File: config.mk
export PLATFORM = sky130hd
export DESIGN_NAME = hub75_panel_receiver
export DESIGN_NICKNAME = d
export VERILOG_FILES = /design/src/rtl/hub75_pkg.sv /design/src/rtl/hub75_edge_sync.sv /design/src/rtl/hub75_panel_receiver.sv
export SDC_FILE = /design/constraint.sdc
export NUM_CORES = 1
export LEC_CHECK = 0
export CORE_ASPECT_RATIO = 0.8
export CORE_MARGIN = 2
export CORE_UTILIZATION = 35
export CTS_BUF_LIST = sky130_fd_sc_hd__clkbuf_2
export DETAILED_ROUTE_END_ITERATION = 16
export PLACE_DENSITY = 0.55
export SETUP_SLACK_MARGIN = 0.5
export SLEW_MARGIN = 20
export SYNTH_ARGS = -nofsm -noshare
export SYNTH_HDL_FRONTEND = slang
export SYNTH_SLANG_ARGS = --single-unit
File: constraint.sdc
create_clock -name clk_in -period 16.4 [get_ports clk_in]
set_input_delay 3.28 -clock clk_in [delete_from_list [all_inputs] [get_ports clk_in]]
set_output_delay 3.28 -clock clk_in [all_outputs]
set_load 0.05 [all_outputs]
File: src/rtl/hub75_pkg.sv
// Shared definitions for the HUB75 panel receiver: FSM states, colour packing
// order {B,G,R} and the row address width.
package hub75_pkg;

   localparam int unsigned ADDR_W = 5;
   localparam int unsigned RGB_W  = 3;

   typedef enum logic [1:0] {
      ST_IDLE,
      ST_SHIFT,
      ST_LATCH,
      ST_DISPLAY
   } hub_state_e;

   typedef struct packed {
      logic b;
      logic g;
      logic r;
   } rgb_t;

   function automatic rgb_t pack_rgb(input logic r, input logic g, input logic b);
      rgb_t p;
      p.r = r;
      p.g = g;
      p.b = b;
      return p;
   endfunction

endpackage

File: src/rtl/hub75_edge_sync.sv
// Multi-stage synchronizer with rise/fall detection taken from the last two
// stages; q_o is the newer of those two so data and edges stay aligned.
module hub75_edge_sync #(
   parameter int unsigned WIDTH   = 1,
   parameter int unsigned STAGES  = 2,
   parameter logic        RST_VAL = 1'b0
) (
   input  logic             clk_i,
   input  logic             rst_i,
   input  logic [WIDTH-1:0] d_i,
   output logic [WIDTH-1:0] q_o,
   output logic [WIDTH-1:0] rise_o,
   output logic [WIDTH-1:0] fall_o
);

   logic [WIDTH-1:0] sync_q [STAGES];

   always_ff @(posedge clk_i or posedge rst_i) begin
      if (rst_i) begin
         for (int unsigned i = 0; i < STAGES; i++) sync_q[i] <= {WIDTH{RST_VAL}};
      end else begin
         sync_q[0] <= d_i;
         for (int unsigned i = 1; i < STAGES; i++) sync_q[i] <= sync_q[i-1];
      end
   end

   assign q_o    = sync_q[STAGES-2];
   assign rise_o = sync_q[STAGES-2] & ~sync_q[STAGES-1];
   assign fall_o = ~sync_q[STAGES-2] & sync_q[STAGES-1];

endmodule

File: src/rtl/hub75_panel_receiver.sv
// HUB75 receiver: deserialises one row per latch into a valid/ready holding
// register, measures output-enable on-time and flags protocol errors.
module hub75_panel_receiver
   import hub75_pkg::*;
#(
   parameter int unsigned SCREEN_WIDTH = 32,
   parameter int unsigned SCREEN_DEPTH = 16,
   parameter int unsigned SYNC_STAGES  = 2
) (
   input  logic                            clk_in,
   input  logic                            rst_in,
   input  logic                            hub_clk,
   input  logic                            hub_lat,
   input  logic                            hub_oe_n,
   input  logic                            hub_r1,
   input  logic                            hub_g1,
   input  logic                            hub_b1,
   input  logic                            hub_r2,
   input  logic                            hub_g2,
   input  logic                            hub_b2,
   input  logic [ADDR_W-1:0]               hub_addr,
   output logic                            row_valid,
   input  logic                            row_ready,
   output logic [ADDR_W-1:0]               row_addr,
   output logic [RGB_W*SCREEN_WIDTH-1:0]   row_top,
   output logic [RGB_W*SCREEN_WIDTH-1:0]   row_bot,
   output logic [15:0]                     on_cycles,
   output logic                            on_valid,
   output logic                            err_count,
   output logic                            err_overrun,
   output logic                            err_overlap,
   output logic                            err_addr
);

   localparam int unsigned ROW_W  = RGB_W * SCREEN_WIDTH;
   localparam int unsigned COL_W  = $clog2(SCREEN_WIDTH + 1);
   localparam int unsigned DATA_W = 2 * RGB_W + ADDR_W;

   logic clk_rise, lat_rise, oe_rise, oe_fall, oe_s;
   logic clk_q_unused, clk_fall_unused, lat_q_unused, lat_fall_unused;
   logic [DATA_W-1:0] data_s, data_rise_unused, data_fall_unused;

   hub75_edge_sync #(.WIDTH(1), .STAGES(SYNC_STAGES), .RST_VAL(1'b0)) u_sync_clk (
      .clk_i(clk_in), .rst_i(rst_in), .d_i(hub_clk),
      .q_o(clk_q_unused), .rise_o(clk_rise), .fall_o(clk_fall_unused));

   hub75_edge_sync #(.WIDTH(1), .STAGES(SYNC_STAGES), .RST_VAL(1'b0)) u_sync_lat (
      .clk_i(clk_in), .rst_i(rst_in), .d_i(hub_lat),
      .q_o(lat_q_unused), .rise_o(lat_rise), .fall_o(lat_fall_unused));

   hub75_edge_sync #(.WIDTH(1), .STAGES(SYNC_STAGES), .RST_VAL(1'b1)) u_sync_oe (
      .clk_i(clk_in), .rst_i(rst_in), .d_i(hub_oe_n),
      .q_o(oe_s), .rise_o(oe_rise), .fall_o(oe_fall));

   hub75_edge_sync #(.WIDTH(DATA_W), .STAGES(SYNC_STAGES), .RST_VAL(1'b0)) u_sync_data (
      .clk_i(clk_in), .rst_i(rst_in),
      .d_i({hub_addr, hub_b2, hub_g2, hub_r2, hub_b1, hub_g1, hub_r1}),
      .q_o(data_s), .rise_o(data_rise_unused), .fall_o(data_fall_unused));

   rgb_t              rgb_top, rgb_bot;
   logic [ADDR_W-1:0] addr_s;

   assign rgb_top = pack_rgb(data_s[0], data_s[1], data_s[2]);
   assign rgb_bot = pack_rgb(data_s[3], data_s[4], data_s[5]);
   assign addr_s  = data_s[2*RGB_W +: ADDR_W];

   hub_state_e        state_q;
   logic [COL_W-1:0]  col_q, col_d;
   logic [ROW_W-1:0]  top_q, top_d, bot_q, bot_d;
   logic [ROW_W-1:0]  rtop_q, rtop_d, rbot_q, rbot_d;
   logic [ADDR_W-1:0] raddr_q, raddr_d;
   logic              rvalid_q, rvalid_d;
   logic [15:0]       oe_cnt_q, oe_cnt_d, on_cyc_q, on_cyc_d;
   logic              on_valid_q, on_valid_d;
   logic              e_cnt_q, e_cnt_d, e_ovr_q, e_ovr_d, e_olap_q, e_olap_d, e_addr_q, e_addr_d;

   always_comb begin
      col_d      = col_q;
      top_d      = top_q;
      bot_d      = bot_q;
      rtop_d     = rtop_q;
      rbot_d     = rbot_q;
      raddr_d    = raddr_q;
      rvalid_d   = rvalid_q;
      oe_cnt_d   = oe_cnt_q;
      on_cyc_d   = on_cyc_q;
      on_valid_d = 1'b0;
      e_cnt_d    = e_cnt_q;
      e_ovr_d    = e_ovr_q;
      e_olap_d   = e_olap_q;
      e_addr_d   = e_addr_q;

      // The shift edge is applied before the latch so a coincident bit lands in the row.
      if (clk_rise) begin
         if (col_q == COL_W'(SCREEN_WIDTH)) begin
            e_cnt_d = 1'b1;
         end else begin
            for (int unsigned c = 0; c < SCREEN_WIDTH; c++) begin
               if (col_q == COL_W'(c)) begin
                  top_d[RGB_W*c +: RGB_W] = rgb_top;
                  bot_d[RGB_W*c +: RGB_W] = rgb_bot;
               end
            end
            col_d = col_q + 1'b1;
         end
         if (!oe_s) e_olap_d = 1'b1;
      end

      if (rvalid_q && row_ready) rvalid_d = 1'b0;

      if (lat_rise) begin
         if (col_d != COL_W'(SCREEN_WIDTH)) e_cnt_d = 1'b1;
         if (rvalid_q && !row_ready) e_ovr_d = 1'b1;
         if (32'(addr_s) >= SCREEN_DEPTH) e_addr_d = 1'b1;
         if (!oe_s) e_olap_d = 1'b1;
         rtop_d   = top_d;
         rbot_d   = bot_d;
         raddr_d  = addr_s;
         rvalid_d = 1'b1;
         top_d    = '0;
         bot_d    = '0;
         col_d    = '0;
      end

      if (!oe_s && oe_cnt_q != 16'hFFFF) oe_cnt_d = oe_cnt_q + 16'd1;
      if (oe_rise) begin
         on_cyc_d   = oe_cnt_q;
         on_valid_d = 1'b1;
         oe_cnt_d   = '0;
      end
   end

   always_ff @(posedge clk_in or posedge rst_in) begin
      if (rst_in) begin
         col_q      <= '0;
         top_q      <= '0;
         bot_q      <= '0;
         rtop_q     <= '0;
         rbot_q     <= '0;
         raddr_q    <= '0;
         rvalid_q   <= 1'b0;
         oe_cnt_q   <= '0;
         on_cyc_q   <= '0;
         on_valid_q <= 1'b0;
         e_cnt_q    <= 1'b0;
         e_ovr_q    <= 1'b0;
         e_olap_q   <= 1'b0;
         e_addr_q   <= 1'b0;
      end else begin
         col_q      <= col_d;
         top_q      <= top_d;
         bot_q      <= bot_d;
         rtop_q     <= rtop_d;
         rbot_q     <= rbot_d;
         raddr_q    <= raddr_d;
         rvalid_q   <= rvalid_d;
         oe_cnt_q   <= oe_cnt_d;
         on_cyc_q   <= on_cyc_d;
         on_valid_q <= on_valid_d;
         e_cnt_q    <= e_cnt_d;
         e_ovr_q    <= e_ovr_d;
         e_olap_q   <= e_olap_d;
         e_addr_q   <= e_addr_d;
      end
   end

   always_ff @(posedge clk_in or posedge rst_in) begin
      if (rst_in) begin
         state_q <= ST_IDLE;
      end else begin
         case (state_q)
            ST_IDLE:    if (clk_rise) state_q <= lat_rise ? ST_LATCH : ST_SHIFT;
            ST_SHIFT:   if (lat_rise) state_q <= ST_LATCH;
            ST_LATCH:   if (clk_rise) state_q <= ST_SHIFT;
                        else if (oe_fall) state_q <= ST_DISPLAY;
            ST_DISPLAY: if (clk_rise) state_q <= lat_rise ? ST_LATCH : ST_SHIFT;
            default:    state_q <= ST_IDLE;
         endcase
      end
   end

   assign row_valid   = rvalid_q;
   assign row_addr    = raddr_q;
   assign row_top     = rtop_q;
   assign row_bot     = rbot_q;
   assign on_cycles   = on_cyc_q;
   assign on_valid    = on_valid_q;
   assign err_count   = e_cnt_q;
   assign err_overrun = e_ovr_q;
   assign err_overlap = e_olap_q;
   assign err_addr    = e_addr_q;

endmodule

==> results.json, run 1 <==
{
  "outcome": "complete, no violations",
  "pwr-share-seq": 0.568,
  "vdd_drop_max_uv": 41.8,
  "rsz0062_at_grt": "no",
  "syn_to_final_growth_pct": 21.4,
  "path_class": "flop to output port",
  "path_clk_slew_ns": 0.10,
  "synth.most_common_cell": "dfrtp_1",
  "grt_max_degree": 169,
  "power_density_nw_per_um2": 94.6,
  "cts_hold_buf": 0,
  "syn_nets": 1594,
  "synth-async-reset-ratio": 1.00,
  "critPathTopFamily": "buffers and inverters",
  "cts-htree-levels": 3,
  "drc": 0,
  "slew_headroom": 0.294,
  "ys_seq_area_frac": 0.635,
  "ant_nets": 0,
  "slew_violations": 0,
  "synthTopCellsByCount": "dfrtp_1, nand2_1, nor2_1",
  "hold_violations": 0,
  "layout-drive-gt1-share": 0.117,
  "worst_slew_pin_slew_ns": 1.06,
  "synth.cell_area_um2": 17700,
  "clk_latency_ns": 1.11,
  "wl_per_cell_um": 17.8,
  "worstPathMaxFanout": 2,
  "fin_area_um2": 21500,
  "cts_buffers": 111,
  "vias": 12213,
  "maxCapViolCount": 0,
  "synth_warnings": 0,
  "vias_per_cell": 4.73,
  "fin_nets": 1840,
  "ys_ff_latch": 450,
  "place_hpwl_um": 28200,
  "drt-total-wl_um": 46100,
  "die_w_um": 256,
  "combPwrFrac": 0.076,
  "p_sw_frac": 0.291,
  "fin_crit_ns": 5.68,
  "gp_congestion": 0.767,
  "core_area_um2": 49900,
  "start_util": 0.356,
  "hold_class": "flop to flop",
  "grt_pass1_wl_um": 72100,
  "p_total_uw": 2040,
  "p_int_uw": 1440,
  "ys_types": 64,
  "post-cts-setup-buffers": 0,
  "yosysTopAreaCellShare": 0.632,
  "setup_viol": 0,
  "clockBufferDepth": 3,
  "synth_top_area_cell": "dfrtp_1",
  "dp.cells": 2380,
  "switching_power_uw": 593,
  "num_rows": 73,
  "fp.dieH_um": 205,
  "drt_first_pass_iters": 4,
  "post-route-util": 0.432,
  "cp_slowest_stage_delay_ns": 0.85,
  "crit_buf_inv": 1,
  "drt_iter0_markers": 725,
  "path_cells": "clkdlybuf4s50_1",
  "antenna_found_initial": 2,
  "avgSynthCellArea_um2": 11.3,
  "post-route-period-util": 0.346,
  "synth_enable_flop_cells": 0,
  "start_kind": "flop",
  "p_leak_uw": 0.0109,
  "placed_area_um2": 20600,
  "grt_pass1_vias": 12623,
  "finalNonFillerCells": 2581,
  "root_buffer": "clkbuf_2",
  "dieArea_um2": 52500,
  "p_clk_frac": 0.356,
  "io_buffer_count": 235,
  "worst_path_max_delay_cell": "clkdlybuf4s50_1",
  "ios": 236,
  "synthFlopType": "dfrtp_1",
  "cts_tree": "yes",
  "globalRouteTotalUtil": 0.177,
  "required_ns": 13.12,
  "synth_cells": 1572,
  "cp.arrival_ns": 2.40,
  "synth.area.top_cells": "dfrtp_1, mux2i_1, nand2_1",
  "critPathCaptureType": "output port",
  "fin_tns_setup_ns": 0,
  "clock_skew_ns": 0.0621,
  "cts_num_sinks": 450,
  "max_freq_mhz": 176,
  "grt_overflow": 0,
  "post_cts_resize_count": 0
}
[cell families after synthesis]
logic type,synth area share
fa+ha+maj,0.00353
simple gates,0.149
xor+xnor,0.000494
compound gates,0.0719
buf+inv,0.0305
mux,0.109
flops,0.635
[path summary, 6_finish.rpt]
check                         endpoint  slack, ns                  from  depth (start not counted)
max in group asynchronous    top_q[93]      11.17                rst_in                          4
min                        row_addr[2]       0.45    u_sync_data.q_o[8]                          2
max                        row_bot[11]      10.72           row_bot[11]                          1
max reg2reg                row_bot[88]      13.37  u_sync_lat.sync_q[0]                          4
min in group asynchronous  row_bot[14]       2.78                rst_in                          2
min reg2reg                row_addr[2]       0.45    u_sync_data.q_o[8]                          2
[worst min-delay path: cells and delay by family (launching register included)]
kind / cells / cell delay, ns
simple gates: 2 / 0.08
flops: 1 / 0.33
[power groups by stage]
| stage | logic, uW | registers [uW] | clock network [uW] |
|---|---|---|---|
| 6_report | 154 | 1160 | 726 |
| 5_1_grt | 170 | 1160 | 823 |
| 4_1_cts | 158 | 1160 | 766 |
| 3_5_place_dp | 158 | 1180 | 0 |
| 3_3_place_gp | 155 | 1180 | 0 |
| 2_1_floorplan | 77.4 | 1200 | 0 |
[through the flow]
stage          setup slack [ns]  hold slack, ns
3_5_place_dp               9.92           0.429
5_1_grt                   10.48           0.474
6_report                  10.72           0.448
2_1_floorplan             0.581           0.353
4_1_cts                   10.50           0.458
3_3_place_gp               9.99           0.427
[area by class of cell]
class | instances | area (um^2)
fill | 4919 | 28300
sequential | 450 | 11300
antenna | 5 | 12.5
tap | 675 | 845
inverter | 11 | 48.8
multi-input combinational | 1000 | 5950
timing repair buffer | 244 | 2440
clock inverter | 35 | 159
clock buffer | 161 | 806
[layout by cell type, fill, tap and decap left out, drive strengths merged, types with 4 or more instances in the layout]
cell type / instances
dfrtp: 448
nor2: 201
o21ai: 201
clkinv: 33
ha: 5
clkdlybuf4s50: 235
diode: 5
clkbuf: 161
nand2b: 6
nor4: 7
nand3: 30
nand4: 12
a21oi: 13
and2: 4
inv: 12
nand2: 267
nor2b: 5
or3: 7
buf: 9
mux2i: 194
[sequential cells by signal (all words and copies together), names as in the netlist, 5 cells and up]
name,flops
bot_q,96
col_q,6
oe_cnt_q,16
on_cycles,16
row_addr,5
row_bot,96
row_top,96
top_q,96
u_sync_data.q_o,11
[layer usage]
layer / vias to the layer above / global-route usage / share of wire
li1: 5860 / - / -
met1: 6034 / 0.253 / 0.49
met2: 254 / 0.263 / 0.44
met3: 65 / 0.0459 / 0.046
met4: 0 / 0.0551 / 0.017
met5: - / 0 / 0
No activity file was read; power rests on OpenSTA's default activity.
==> run 2: changes to the inputs <==
Clock period 16.4 ns to 5 ns, I/O delays scaled along.
==> results.json, run 2 (synthesis gave the netlist of run 1 again) <==
{
  "post_cts_resize_count": 0,
  "clockBufferDepth": 3,
  "wl_per_cell_um": 18.1,
  "post-cts-setup-buffers": 0,
  "gp_congestion": 0.778,
  "dp.cells": 2381,
  "grt_max_degree": 255,
  "path_cells": "clkdlybuf4s50_1",
  "wl_met1_um": 22500,
  "path_clk_slew_ns": 0.11,
  "reg2reg_slack_ns": 2.27,
  "path_class": "flop to output port",
  "cp_slowest_stage_delay_ns": 0.83,
  "drt-total-wl_um": 46600,
  "grt_overflow": 0,
  "wl_met3_um": 2700,
  "cp.depth": 1,
  "dieArea_um2": 52500,
  "vias": 12312,
  "worst_r2r_path_depth": 4,
  "cts_buffers": 113,
  "ant_nets": 0,
  "finalNonFillerCells": 2580,
  "cts-htree-levels": 3,
  "post-route-period-util": 0.684,
  "worstPathMaxFanout": 2,
  "rsz0062_at_grt": "no",
  "syn_to_final_growth_pct": 22.2,
  "setup_viol": 0,
  "critPathCaptureType": "output port",
  "hold_path_depth": 1,
  "layout-drive-gt1-share": 0.120,
  "fp.dieH_um": 205,
  "io_buffer_count": 235,
  "antenna_found_initial": 2,
  "clock_skew_ns": 0.112,
  "clk_latency_ns": 1.15,
  "hold_violations": 0,
  "outcome": "complete, no violations",
  "die_w_um": 256,
  "hold_class": "input pin to flop",
  "place_hpwl_um": 27900,
  "critPathTopFamily": "buffers and inverters",
  "cts_hold_buf": 0,
  "start_util": 0.356,
  "slew_violations": 0,
  "drt_iter0_markers": 620,
  "vdd_drop_max_uv": 149,
  "globalRouteTotalUtil": 0.180,
  "max_freq_mhz": 292,
  "grt_pass1_vias": 12678,
  "critPathCapture": "row_bot[7]",
  "maxCapViolCount": 0,
  "worst_path_max_delay_cell": "clkdlybuf4s50_1",
  "ios": 236,
  "worstSetupStartpoint": "row_bot[7]",
  "drt_first_pass_iters": 6,
  "r2r-end": "row_top[61]",
  "core_area_um2": 49900,
  "required_ns": 4.00,
  "layout_commonest_cell": "dfrtp_1",
  "cts_tree": "yes",
  "start_kind": "flop",
  "vias_per_cell": 4.77,
  "fin_nets": 1843,
  "grt_pass1_wl_um": 73200,
  "p_total_uw": 6880,
  "drc": 0,
  "whs_ns": 0.262,
  "p_leak_uw": 0.0110,
  "cts_num_sinks": 450,
  "fin_crit_ns": 3.42,
  "fin_tns_setup_ns": 0,
  "crit_buf_inv": 1,
  "root_buffer": "clkbuf_2",
  "r2r-start": "col_q[2]",
  "routed.top_layer": "met4",
  "slew_headroom": 0.267,
  "final_cell_mix": "dfrtp_1, nand2_1, clkdlybuf4s50_1",
  "num_rows": 73,
  "worst_slew_pin_slew_ns": 1.10,
  "route.met2.wl_um": 20500,
  "power_density_nw_per_um2": 317,
  "cp.arrival_ns": 2.42
}
-- run 2: area by class of cell --
type                       instances  area (um^2)
fill                            4847        28200
sequential                       450        11300
multi-input combinational       1000         5950
timing repair buffer             245         2510
tap                              675          845
clock buffer                     163          816
clock inverter                    31          230
inverter                          11         45.0
antenna                            5         12.5
-- run 2: stage by stage --
step / cell area (um^2) / util / worst slack, ns
floorplan: 17700 / - / -2.08
global placement: 20600 / 0.414 / 2.33
detailed placement: 20600 / 0.414 / 2.29
CTS: 21700 / 0.435 / 1.41
global route: 21700 / 0.435 / 1.29
finish: 21700 / 0.435 / 1.58
-- run 2: report_power, final --
part           internal [uW]  switching (uW)  total, uW
registers               3700            91.5       3790
logic                    134             383        517
clock network           1070            1490       2570
total                   4910            1970       6880
-- run 2: worst min-delay path by stage --
stage | start | to | slack [ns]
detailed placement | u_sync_data.q_o[7] | row_addr[1] | 0.42
floorplan | u_sync_oe.q_o | u_sync_oe.sync_q[0] | 0.35
finish | hub_b1 | u_sync_data.q_o[2] | 0.26
global route | hub_lat | u_sync_lat.q_o | 0.03
global placement | u_sync_data.q_o[9] | row_addr[3] | 0.42
CTS | hub_b1 | u_sync_data.q_o[2] | 0.12
-- run 2: routing by layer --
layer | GRT usage | up-vias
li1 | - | 5816
met1 | 0.255 | 6155
met2 | 0.266 | 265
met3 | 0.0533 | 76
met5 | 0 | -
met4 | 0.0553 | 0
